--- src/rtl/regbus_pkg.sv ---
// Shared widths and encodings for the register-bus arbiter.
package regbus_pkg;

    localparam int ADDR_W = 7;
    localparam int DATA_W = 32;

    typedef enum logic [1:0] {
        ST_IDLE = 2'd0,
        ST_WR   = 2'd1,
        ST_RD   = 2'd2,
        ST_RDW  = 2'd3
    } state_t;

    typedef enum logic {
        OWN_A = 1'b0,
        OWN_B = 1'b1
    } owner_t;

endpackage

--- src/rtl/regbus_arb.sv ---
// Two-master register bus arbiter: port A is a fire-and-forget strobe interface
// buffered in holding registers, port B is a req/ack master; one target port.
module regbus_arb
    import regbus_pkg::*;
(
    input  logic              clk,
    input  logic              rst,
    input  logic              a_we,
    input  logic              a_re,
    input  logic [ADDR_W-1:0] a_addr,
    input  logic [DATA_W-1:0] a_wdat,
    output logic [DATA_W-1:0] a_rdat,
    output logic              a_rvalid,
    output logic              a_ovf,
    input  logic              b_req,
    input  logic              b_we,
    input  logic [ADDR_W-1:0] b_addr,
    input  logic [DATA_W-1:0] b_wdat,
    output logic              b_ack,
    output logic [DATA_W-1:0] b_rdat,
    output logic              m_we,
    output logic              m_re,
    output logic [ADDR_W-1:0] m_addr,
    output logic [DATA_W-1:0] m_wdat,
    input  logic [DATA_W-1:0] m_rdat
);

    state_t              state_reg;
    owner_t              owner_reg;
    owner_t              last_owner_reg;
    logic                wpend_reg;
    logic                rpend_reg;
    logic [ADDR_W-1:0]   w_addr_reg;
    logic [DATA_W-1:0]   w_data_reg;
    logic [ADDR_W-1:0]   r_addr_reg;

    logic b_busy;
    logic b_visible;
    logic w_consume;
    logic r_consume;
    logic grant_b;
    logic grant_aw;
    logic grant_ar;

    // B stays invisible through its own ack cycle, since the master only drops
    // b_req after seeing b_ack.
    always_comb begin
        b_busy    = b_ack || (state_reg != ST_IDLE && owner_reg == OWN_B);
        b_visible = b_req && !b_busy;
        w_consume = (state_reg == ST_WR)  && (owner_reg == OWN_A);
        r_consume = (state_reg == ST_RDW) && (owner_reg == OWN_A);
        grant_b   = b_visible && (last_owner_reg == OWN_A || (!wpend_reg && !rpend_reg));
        grant_aw  = !grant_b && wpend_reg;
        grant_ar  = !grant_b && !wpend_reg && rpend_reg;
    end

    always_ff @(posedge clk) begin
        if (rst) begin
            state_reg      <= ST_IDLE;
            owner_reg      <= OWN_B;
            last_owner_reg <= OWN_B;
            wpend_reg      <= 1'b0;
            rpend_reg      <= 1'b0;
            w_addr_reg     <= '0;
            w_data_reg     <= '0;
            r_addr_reg     <= '0;
            a_rdat         <= '0;
            a_rvalid       <= 1'b0;
            a_ovf          <= 1'b0;
            b_ack          <= 1'b0;
            b_rdat         <= '0;
            m_we           <= 1'b0;
            m_re           <= 1'b0;
            m_addr         <= '0;
            m_wdat         <= '0;
        end else begin
            m_we     <= 1'b0;
            m_re     <= 1'b0;
            a_rvalid <= 1'b0;
            b_ack    <= 1'b0;

            // A capture wins over the consume that happens in the same cycle.
            if (a_we) begin
                w_addr_reg <= a_addr;
                w_data_reg <= a_wdat;
                wpend_reg  <= 1'b1;
                if (wpend_reg && !w_consume)
                    a_ovf <= 1'b1;
            end else if (w_consume) begin
                wpend_reg <= 1'b0;
            end

            if (a_re) begin
                r_addr_reg <= a_addr;
                rpend_reg  <= 1'b1;
                if (rpend_reg && !r_consume)
                    a_ovf <= 1'b1;
            end else if (r_consume) begin
                rpend_reg <= 1'b0;
            end

            case (state_reg)
                ST_IDLE: begin
                    if (grant_b) begin
                        owner_reg      <= OWN_B;
                        last_owner_reg <= OWN_B;
                        m_addr         <= b_addr;
                        m_wdat         <= b_wdat;
                        if (b_we) begin
                            state_reg <= ST_WR;
                            m_we      <= 1'b1;
                        end else begin
                            state_reg <= ST_RD;
                            m_re      <= 1'b1;
                        end
                    end else if (grant_aw) begin
                        owner_reg      <= OWN_A;
                        last_owner_reg <= OWN_A;
                        m_addr         <= w_addr_reg;
                        m_wdat         <= w_data_reg;
                        state_reg      <= ST_WR;
                        m_we           <= 1'b1;
                    end else if (grant_ar) begin
                        owner_reg      <= OWN_A;
                        last_owner_reg <= OWN_A;
                        m_addr         <= r_addr_reg;
                        state_reg      <= ST_RD;
                        m_re           <= 1'b1;
                    end
                end
                ST_WR: begin
                    state_reg <= ST_IDLE;
                    if (owner_reg == OWN_B)
                        b_ack <= 1'b1;
                end
                ST_RD: begin
                    state_reg <= ST_RDW;
                end
                ST_RDW: begin
                    state_reg <= ST_IDLE;
                    if (owner_reg == OWN_A) begin
                        a_rdat   <= m_rdat;
                        a_rvalid <= 1'b1;
                    end else begin
                        b_rdat <= m_rdat;
                        b_ack  <= 1'b1;
                    end
                end
                default: state_reg <= ST_IDLE;
            endcase
        end
    end

endmodule
--- config.mk ---
export PLATFORM = sky130hd
export DESIGN_NAME = regbus_arb
export DESIGN_NICKNAME = d
export VERILOG_FILES = /design/src/rtl/regbus_pkg.sv /design/src/rtl/regbus_arb.sv
export SDC_FILE = /design/constraint.sdc
export NUM_CORES = 1
export LEC_CHECK = 0
export BUFFER_PORTS_ARGS = -buffer_cell sky130_fd_sc_hd__buf_2
export CAP_MARGIN = 20
export CELL_PAD_IN_SITES_DETAIL_PLACEMENT = 1
export CELL_PAD_IN_SITES_GLOBAL_PLACEMENT = 2
export CORE_MARGIN = 2
export CORE_UTILIZATION = 29
export CTS_BUF_LIST = sky130_fd_sc_hd__clkbuf_8
export DETAILED_ROUTE_END_ITERATION = 10
export PLACE_DENSITY = 0.84
export SKIP_LAST_GASP = 1
export SYNTH_ARGS = -nofsm -noshare
export SYNTH_HDL_FRONTEND = slang
export SYNTH_SLANG_ARGS = --single-unit
--- constraint.sdc ---
create_clock -name clk -period 1.8 [get_ports clk]
set_input_delay 0.18 -clock clk [delete_from_list [all_inputs] [get_ports clk]]
set_output_delay 0.18 -clock clk [all_outputs]
set_load 0.01 [all_outputs]
Word level (Yosys, flattened, before mapping)
Cells that the tools add are included.

Register bits after elaboration: 159. Bits in latches: 0. RAM bits: 0. Memory bits (read-only): 0. Input bits: 116. Output and inout bits: 108. Logic and storage cells: 87. Memories kept: 0.

Add/subtract/negate cells: 0. Multipliers: 0. Div/mod/pow operators: 0. $lt $le $gt $ge: 0. Equal/unequal tests: 4. Shift operators: 0. Mux-type cells: 30. Bitwise gates (word level): 4. Reductions and logical operators: 33.

Operators by type and width (number): $mux 32 (2); $mux 7 (3); $mux 1 (20); $logic_and 1x1->1 (11); $mux 2 (4); $reduce_and 2->1 (4); $reduce_bool 2->1 (4); $reduce_or 2->1 (4); $logic_not 1->1 (6); $pmux 2 s3 (1); $eq 2x2->1 const B (2); $ne 4x4->1 const B (1); $not 1->1 (4); $reduce_bool 3->1 (1); $eq 2x1->1 const B (1); $logic_not 2->1 (1); $logic_or 1x1->1 (2).

Logic depth before layout (Yosys ltp)
Gate-level depths: netlist (run 1).

Depth after elaboration: 13. Depth in mapped cells: 7. Depth with buffers taken out: 4.

Least setup slack after synthesis (run 1)
Ideal clock, no wire load.

Path type: register to register. Start point: register rpend_reg. End point: register m_wdat[21]. Library setup time: 88 ps. Arrival: 1481 ps. Required time: 1712 ps. Slack: 230 ps. Cell stages (with the launch flop): 8. Path buffers: 3. Period minus slack after synthesis: 1570 ps. Path through: dfxtp_1 -> buf_6 -> o41ai_2 -> and2_4 -> buf_12 -> buf_12 -> nand2_2 -> a311oi_2.

Longest elaborated chain between the ends: 8. Elaborated cells on any way between the ends: 9. Classes of those cells: 1 x mux; 8 x reduce/logical.

Ends and longest elaborated chain: start: declaration (RTL line regbus_arb.sv:32) `logic rpend_reg;`; start signal: assignment (RTL line regbus_arb.sv:63) `rpend_reg <= 1'b0;`; start signal: assignment (RTL line regbus_arb.sv:95) `rpend_reg <= 1'b1;`; start signal: assignment (RTL line regbus_arb.sv:99) `rpend_reg <= 1'b0;`; $logic_not 1->1 (*) (RTL line regbus_arb.sv:52) `grant_b = b_visible && (last_owner_reg == OWN_A || (!wpend_reg && !rpend_reg));`; $logic_and 1x1->1 (*) (RTL line regbus_arb.sv:52); $logic_or 1x1->1 (*) (RTL line regbus_arb.sv:52); $logic_and 1x1->1 (*) (RTL line regbus_arb.sv:52); $logic_not 1->1 (RTL line regbus_arb.sv:53) `grant_aw = !grant_b && wpend_reg;`; $logic_and 1x1->1 (RTL line regbus_arb.sv:53); $reduce_bool 2->1 (no line); $reduce_and 2->1 (no line); end signal: assignment (RTL line regbus_arb.sv:108) `m_wdat <= b_wdat;`; end signal: assignment (RTL line regbus_arb.sv:120) `m_wdat <= w_data_reg;`; end: declaration (RTL line regbus_arb.sv:24) `output logic [DATA_W-1:0] m_wdat,`.

Every way passes the cells marked *; elsewhere a longest branch is shown, timed or not. A chain may end at the register's enable or synchronous reset.

Worst setup path after layout (run 1)
Start point: register rpend_reg. End point: register m_wdat[0].

Same word-level chain as after synthesis.

==> metrics.cfg, run 1 <==
[finish]
layout-drive-gt1-share_pct=30.04
final_common_cell=buf_2
area_delta_synth_final_pct=48.28
fillers=2504
most-common-layout-cells=buf_2, nand2_1, dfxtp_1
instances_no_fill=1318
final_util_pct=43.86
num-nets-final=1145

[logic_synthesis]
synthDistinctLibCells=36
synth_top_family_by_area=simple AND/OR/NAND/NOR gates
synth_top_cell_area_share_pct=51.02
synthFlopType=dfxtp_1
async_reset_ff_share_pct=0
synth_cells=721
synth_mux_area_share_pct=7.381
synth_largest_area_cell=dfxtp_1
syn_avg_cell_area_um2=8.653
synth-simple-area-share_pct=18.75
ys_ff_latch=159
yosysSeqAreaShare_pct=51.02
ys_warn_count=0
synthesis.area_mm2=0.006238
synth_area_leaders=dfxtp_1, nand2_1, a21oi_1, mux2i_1, nor2_1
syn-num-nets=837
synthXorXnorAreaFrac_pct=0
synth-compound-area-share_pct=17.85
synth_fa_ha_area_share_pct=0
synth_edf_count=0

[worst_setup_path]
rr_worst_depth=5
rrSetupSlack_ps=140
critPathCaptureType=flop
timing.rr.end=m_wdat[0]
crit-reg2reg-launch=rpend_reg
crit_arrival_ps=2010
worstPathRequired_ps=2150
startpoint_type=flop
worstSetupPathType=flop to flop
cp_max_fo=21

[cts]
clkLatencyLatePin_ps=440
clk_pin_slew_ps=90
root_buffer=clkbuf_8
cts_tree=built
numCtsBuffers=17
clockBufferDepth=2
cts_setup_buffers=0
cts.sinks=159
h-tree-depth=4

[global_route]
track_usage_pct=19.09
grt_overflow=0
grt_pass1_wl_mm=34.03
grt_max_degree=70
antenna_found_initial=2
grt_pass1_vias=6549

[hold_path]
hold_end=w_data_reg[15]
hp-start=a_wdat[15]
hp-class=input port to flop
holdPathStages=3

[floorplanning]
initial_core_util_pct=29.58
dieHeight_um=150.7
pin_count=224
die_area_mm2=0.02270
row_count=53
core_area_mm2=0.02109
die_width_um=150.7

[power_and_ir_drop]
vdd.ir_drop.worst_uv=466.2
p_leak_nw=3.984
power_density_mw_per_mm2=1022

[timing]
fin_crit_sh_pct=92.27
skew_ps=17.17
worst_pin_slew_ps=410.5
setup_tns_ps=0
slew_violations=0
rsz0062_at_grt=false
fmax_mhz=602.1
slew_headroom_pct=72.64
finalSetupViolations=0
min_period_ps=1661
hold_viol_final=0

[routing]
route.vias.total=6254
drc_errors=0
postRouteAntennaNets=0
wirelength_mm=21.89
wl_per_cell_um=16.61
vias_per_cell=4.745
firstDrtPassIters=4
drt_iter0_markers=169

[flow_run]
maxCapViolations=0

[placed_design]
place_congestion=0.7344
placed_cells=1184
dp_hpwl_mm=13.68
io_buffer_count=223

[run_status]
status=completed

cell families (layout without fill, tap and decap cells):
group / count (synthesis) / count (layout)
other cells: 0 / 1
flops: 159 / 159
compound gates: 166 / 166
simple gates: 285 / 285
mux: 46 / 46
buf+inv: 65 / 386
worst max path at each step:
stage                      end  slack, ps           start
finish               m_wdat[0]        140       rpend_reg
global route         m_wdat[4]         20  last_owner_reg
CTS                  m_wdat[4]        140       rpend_reg
detailed placement  m_wdat[15]        150       rpend_reg
global placement     m_wdat[5]        220       rpend_reg
floorplan           m_wdat[21]        230       rpend_reg
final cells by class:
class	instances	area, um^2	share of cell area (%)
sequential	159	3183	34.41
clock inverter	14	215.2	2.327
multi-input combinational	497	2755	29.78
antenna	1	2.502	0.02705
tap	275	344.1	3.720
inverter	4	15.01	0.1623
timing repair buffer	350	2487	26.89
clock buffer	18	247.7	2.678
per-stage QoR:
stage	hold slack, ps	area [um^2]	setup WS, ps	total power [mW]
6_report	24.47	9250	139.1	9.453
5_1_grt	16.87	9248	19.54	9.989
4_1_cts	2.860	9246	137.0	9.554
3_5_place_dp	422.8	7772	148.9	6.261
3_3_place_gp	412.3	7772	215.6	6.216
2_1_floorplan	316.0	6238	230.2	5.367
worst max-delay path, cell delays in order (launching register included):
cell and delay, ps:
dfxtp_1 320, o41ai_2 380, and2_4 330, buf_12 210
nand2_1 70, a311oi_1 270
per-layer routing:
| layer | vias up | part of all wire [%] | global-route usage, % |
|---|---|---|---|
| met3 | 23 | 7.5 | 6.515 |
| met5 | - | 0.050 | 0 |
| met1 | 2961 | 44 | 22.62 |
| li1 | 3075 | - | - |
| met2 | 193 | 47 | 32.98 |
| met4 | 2 | 1.2 | 5.047 |
timing repair:
item / in CTS / in global routing
endpoints found under the setup margin: 0 / 1
gates resized for setup: 0 / 1
hold endpoints to repair: 139 / 0
hold buffers: 101 / 0
power breakdown:
part           switching [mW]  internal, mW  total, mW
logic                    1.30          1.01       2.31
registers               0.194          3.85       4.05
clock network            1.40          1.70       3.09
cells in the mapped netlist, types with 2 or more instances:
cell	n
a21o_1	2
a21oi_1	104
a221oi_1	4
a311oi_1	25
a311oi_2	14
a31oi_1	5
buf_1	2
buf_12	2
buf_2	7
buf_4	2
clkbuf_1	46
dfxtp_1	159
inv_1	3
mux2i_1	46
nand2_1	190
nand2_2	10
nand3_1	2
nor2_1	63
nor2b_1	5
nor3b_1	4
nor4b_1	4
o21ai_0	7
or2_2	2
Note: power is estimated with default switching activity, not from simulation.
==> inputs of run 2 (changes only) <==
--- a/config.mk
+++ b/config.mk
@@ -5,12 +5,13 @@
 export SDC_FILE = /design/constraint.sdc
 export NUM_CORES = 1
 export LEC_CHECK = 0
+export ABC_AREA = 1
 export BUFFER_PORTS_ARGS = -buffer_cell sky130_fd_sc_hd__buf_2
 export CAP_MARGIN = 20
 export CELL_PAD_IN_SITES_DETAIL_PLACEMENT = 1
 export CELL_PAD_IN_SITES_GLOBAL_PLACEMENT = 2
 export CORE_MARGIN = 2
-export CORE_UTILIZATION = 29
+export CORE_UTILIZATION = 27
 export CTS_BUF_LIST = sky130_fd_sc_hd__clkbuf_8
 export DETAILED_ROUTE_END_ITERATION = 10
 export PLACE_DENSITY = 0.84
==> metrics.cfg, run 2 <==
[logic_synthesis]
synth_top_cell_area_share_pct=50.06
synth_largest_area_cell=dfxtp_1
synth_most_common_cell=nor2_1
ys_warn_count=0
ys_ff_latch=159
synthesis.area_mm2=0.006359
yosysSeqAreaShare_pct=50.06
async_reset_ff_share_pct=0
synth_cells=910
synth_edf_count=0
syn-num-nets=1026
synthFlopType=dfxtp_1
synth_area_leaders=dfxtp_1, nor2_1, nand2_1, o21ai_0, nand3_1
synthDistinctLibCells=22
syn_avg_cell_area_um2=6.987
synthTopCellsByCount=nor2_1, nand2_1, dfxtp_1, o21ai_0, nand3_1

[placed_design]
dp_hpwl_mm=14.67
placed_cells=1413
io_buffer_count=223
placed_area_mm2=0.007839
place_congestion=0.7930

[worst_setup_path]
cp_max_fo=34
startpoint_type=flop
critPathCaptureType=flop
worstPathRequired_ps=2180
crit_arrival_ps=2050
worstSetupPathType=flop to flop

[floorplanning]
core_area_mm2=0.02326
initial_core_util_pct=27.33
pin_count=224
die_area_mm2=0.02479
die_width_um=157.5
row_count=56
dieHeight_um=157.5

[timing]
skew_ps=12.99
slew_headroom_pct=71.44
setup_tns_ps=0
finalSetupViolations=0
fin_crit_sh_pct=92.87
hold_viol_final=0
min_period_ps=1672
fmax_mhz=598.2
worst_pin_slew_ps=428.4
slew_violations=0

[run_status]
status=completed

[cts]
root_buffer=clkbuf_8
clk_pin_slew_ps=80
cts.sinks=159
clkLatencyLatePin_ps=450
cts_tree=built
numCtsBuffers=17
cts_setup_buffers=0
h-tree-depth=4
clockBufferDepth=2

[finish]
instances_no_fill=1513
final_util_pct=38.41
final_common_cell=nor2_1
most-common-layout-cells=nor2_1, buf_2, nand2_1
area_delta_synth_final_pct=40.54
num-nets-final=1298
stdcell_area_mm2=0.008936
fillers=2997
n_antenna_cell=0
layout-drive-gt1-share_pct=23.95

[power_and_ir_drop]
p_leak_nw=4.367
power_mw=9.428
vdd.ir_drop.worst_uv=426.0
power_density_mw_per_mm2=1055

[global_route]
grt_max_degree=62
grt_pass1_wl_mm=33.96
grt_pass1_vias=6551
grt_overflow=0
track_usage_pct=17.49
antenna_found_initial=1

[flow_run]
maxCapViolations=0

[routing]
wl_per_cell_um=14.42
route.vias.total=6624
wirelength_mm=21.82
postRouteAntennaNets=0
drt_iter0_markers=256
firstDrtPassIters=4
drc_errors=0
vias_per_cell=4.378

[hold_path]
hp-class=input port to flop

==> run 2: cell count changes after synthesis, moves of 6 or more <==
cell	previous run	this run
nor2_1	63	241
a21oi_1	104	37
nand2_1	190	213
inv_1	3	42
a311oi_1	25	0
nand3_1	2	55
a311oi_2	14	0
clkbuf_1	46	39
mux2i_1	46	0
nand2_2	10	2
buf_6	1	7
o21ai_0	7	90
==> run 2: what timing repair did <==
| item | in CTS | in global routing |
|---|---|---|
| setup endpoints to repair | 0 | 32 |
| hold endpoints to repair | 104 | 0 |
| hold buffers | 69 | 0 |
| resized for setup | 0 | 4 |
==> run 2: final timing paths <==
path / slack [ps] / startpoint / to / depth (start not counted)
setup reg to reg: 130 / rpend_reg / m_wdat[25] / 11
hold reg to reg: 460 / b_rdat[22] / b_rdat[22] / 2
hold / removal: 40 / m_rdat[22] / b_rdat[22] / 3
setup / recovery: 130 / rpend_reg / m_wdat[25] / 11
==> run 2: cells by family (layout without fill, tap and decap cells) <==
logic type	after synthesis	count (layout)	share of synthesized area [%]
DFF	159	159	50.06
buffers and inverters	104	388	7.300
AOI/OAI and AO/OA	129	129	10.25
and+or+nand+nor	518	518	32.39
==> run 2: through the flow <==
| stage | hold WS, ps | setup slack [ps] |
|---|---|---|
| 2_1_floorplan | 314.9 | 395.6 |
| 3_3_place_gp | 412.6 | 142.4 |
| 3_5_place_dp | 421.3 | 73.84 |
| 4_1_cts | 3.941 | 62.26 |
| 5_1_grt | 0.4066 | -15.24 |
| 6_report | 36.92 | 128.3 |
==> run 2: power breakdown <==
group	internal [mW]	switching, mW
registers	3.93	0.232
logic	1.02	1.57
clock network	1.33	1.35
==> run 2: layout make-up <==
| class | instances | area [um^2] | area share (%) |
|---|---|---|---|
| sequential | 159 | 3184 | 35.63 |
| multi-input combinational | 647 | 2725 | 30.50 |
| timing repair buffer | 311 | 2062 | 23.07 |
| tap | 319 | 399.1 | 4.467 |
| clock buffer | 20 | 275.3 | 3.080 |
| inverter | 46 | 173.9 | 1.946 |
| clock inverter | 11 | 116.4 | 1.302 |
==> run 2: worst max-delay path, cell delays in order, from the launching register on <==
cell	delay [ps]
dfxtp_1	340
nor2_2	150
nand2_2	90
nand2_4	140
nand2_8	120
buf_12	200
inv_2	80
buf_12	190
nand2_1	70
nand2_1	60
nor2_1	40
nor2_1	140
==> run 2: routing by layer <==
metal | routed length (um) | up-vias | GRT usage, %
li1 | - | 3380 | -
met1 | 9973 | 3083 | 21.45
met2 | 10770 | 129 | 30.63
met3 | 611 | 30 | 2.863
met4 | 460 | 2 | 6.667
met5 | 7 | - | 0
==> inputs of run 3 (changes only) <==
--- a/config.mk
+++ b/config.mk
@@ -10,6 +10,7 @@
 export CAP_MARGIN = 20
 export CELL_PAD_IN_SITES_DETAIL_PLACEMENT = 1
 export CELL_PAD_IN_SITES_GLOBAL_PLACEMENT = 2
+export CORE_ASPECT_RATIO = 0.5
 export CORE_MARGIN = 2
 export CORE_UTILIZATION = 27
 export CTS_BUF_LIST = sky130_fd_sc_hd__clkbuf_8
==> constraint.sdc (replaced) <==
create_clock -name clk -period 1.8 [get_ports clk]
set_input_delay 0.09 -clock clk [delete_from_list [all_inputs] [get_ports clk]]
set_output_delay 0.09 -clock clk [all_outputs]
set_load 0.01 [all_outputs]
==> metrics.cfg, run 3 (same netlist as run 2, synthesis figures left out) <==
[run_status]
status=completed

[worst_setup_path]
worstSetupPathType=input port to flop
worstPathRequired_ps=2170
path_cells=dlygate4sd3_1 > buf_2 > clkinv_1 > nor2_1 > nor2_1 > dlygate4sd3_1
cp_slowest_cell=dlygate4sd3_1
critPathMaxStageDelay_ps=570
cp_max_fo=9
startpoint_type=input port
crit-reg2reg-launch=state_reg[0]
rrSetupSlack_ps=190
crit_arrival_ps=1990
timing.rr.end=m_wdat[9]
critPathCaptureType=flop
rr_worst_depth=10

[cts]
clockBufferDepth=2
cts_tree=built
cts.sinks=159
h-tree-depth=4
root_buffer=clkbuf_8
clkLatencyLatePin_ps=480
clk_pin_slew_ps=90
cts_setup_buffers=0
numCtsBuffers=17

[routing]
wl_per_cell_um=15.00
route.vias.total=6944
wirelength_mm=23.25
vias_per_cell=4.480
drt_iter0_markers=296
drc_errors=0
postRouteAntennaNets=0
firstDrtPassIters=4

[global_route]
grt_overflow=0
track_usage_pct=18.85
grt_pass1_wl_mm=37.57
grt_pass1_vias=7448
grt_max_degree=65
antenna_found_initial=1

[floorplanning]
die_area_mm2=0.02487
pin_count=224
row_count=39
die_width_um=221.0
initial_core_util_pct=27.67
dieHeight_um=112.5
core_area_mm2=0.02298

[finish]
most-common-layout-cells=nor2_1, buf_2, nand2_1
final-seq-area_mm2=0.003183
stdcell_area_mm2=0.009301
area_delta_synth_final_pct=46.28
layout-drive-gt1-share_pct=22.95
final_common_cell=nor2_1
num-nets-final=1348
multi_input_area_mm2=0.002711
final_util_pct=40.47
fillers=2918
instances_no_fill=1550

[timing]
fin_ws_ps=181.1
fin_crit_sh_pct=89.94
setup_tns_ps=0
slew_violations=0
rsz0062_at_grt=false
slew_headroom_pct=64.82
min_period_ps=1619
fmax_mhz=617.7
skew_ps=18.18
finalSetupViolations=0
hold_viol_final=0
worst_pin_slew_ps=527.1

[hold_path]
hp-start=b_req
holdPathStages=5
hold_end=last_owner_reg
hp-class=input port to flop

[flow_run]
maxCapViolations=0

[placed_design]
place_ws_ps=210.4
placed_cells=1405
placed_area_mm2=0.007816
io_buffer_count=223
place_congestion=0.8066
dp_hpwl_mm=14.99

[power_and_ir_drop]
vdd.ir_drop.worst_uv=449.2
p_leak_nw=4.549
power_density_mw_per_mm2=993.2

-- run 3: changes by cell type in the layout (fill, tap and decap cells not counted), sizes merged --
cell         change
clkinvlp         -2
dlygate4sd3     +46
clkinv           +1
bufinv           -2
diode            +1
clkbuf           +1
buf              +4
-- run 3: power breakdown --
group | switching, mW | total (mW) | internal, mW
logic | 1.63 | 2.69 | 1.06
clock network | 1.35 | 2.41 | 1.06
registers | 0.220 | 4.15 | 3.93
total | 3.19 | 9.24 | 6.05
-- run 3: critical path, delay by kind of cell --
kind / cells / cell delay (ps)
simple gates: 2 / 290
buf+inv: 4 / 1610
-- run 3: how the worst max path moves through the flow --
stage	endpoint	from	slack (ps)	cells past startpoint
final	r_addr_reg[3]	a_re	180	6
after global placement	a_ovf	state_reg[0]	280	8
after detailed placement	m_wdat[3]	state_reg[1]	210	10
after global routing	m_wdat[3]	state_reg[1]	50	10
after CTS	m_wdat[3]	state_reg[0]	210	10
after floorplan	m_wdat[10]	wpend_reg	400	10
-- run 3: layer usage --
metal / track usage, % / up-vias / wire length [um]
met5: 0 / - / 0
met4: 7.383 / 0 / 629
met3: 4.948 / 43 / 898
li1: - / 3473 / -
met1: 21.07 / 3302 / 9922
met2: 34.48 / 126 / 11800
-- run 3: area by class of cell --
class / instances / share of cell area [%]
Sequential cell: 159 / 34.22
Multi-Input combinational cell: 647 / 29.15
Timing Repair Buffer: 361 / 27.04
Tap cell: 307 / 4.130
Clock buffer: 21 / 3.107
Inverter: 46 / 1.870
Clock inverter: 8 / 0.4574
Antenna cell: 1 / 0.02690
-- run 3: repair_timing --
| item | CTS | global route |
|---|---|---|
| gates resized for setup | 0 | 0 |
| hold endpoints to repair | 151 | 0 |
| hold buffers | 115 | 0 |
-- run 3: per-stage QoR --
step | hold WS, ps | total power, mW
2_1_floorplan | 224.9 | 5.788
3_3_place_gp | 318.0 | 6.644
3_5_place_dp | 328.9 | 6.718
4_1_cts | 67.83 | 9.355
5_1_grt | 132.1 | 9.876
6_report | 113.6 | 9.239
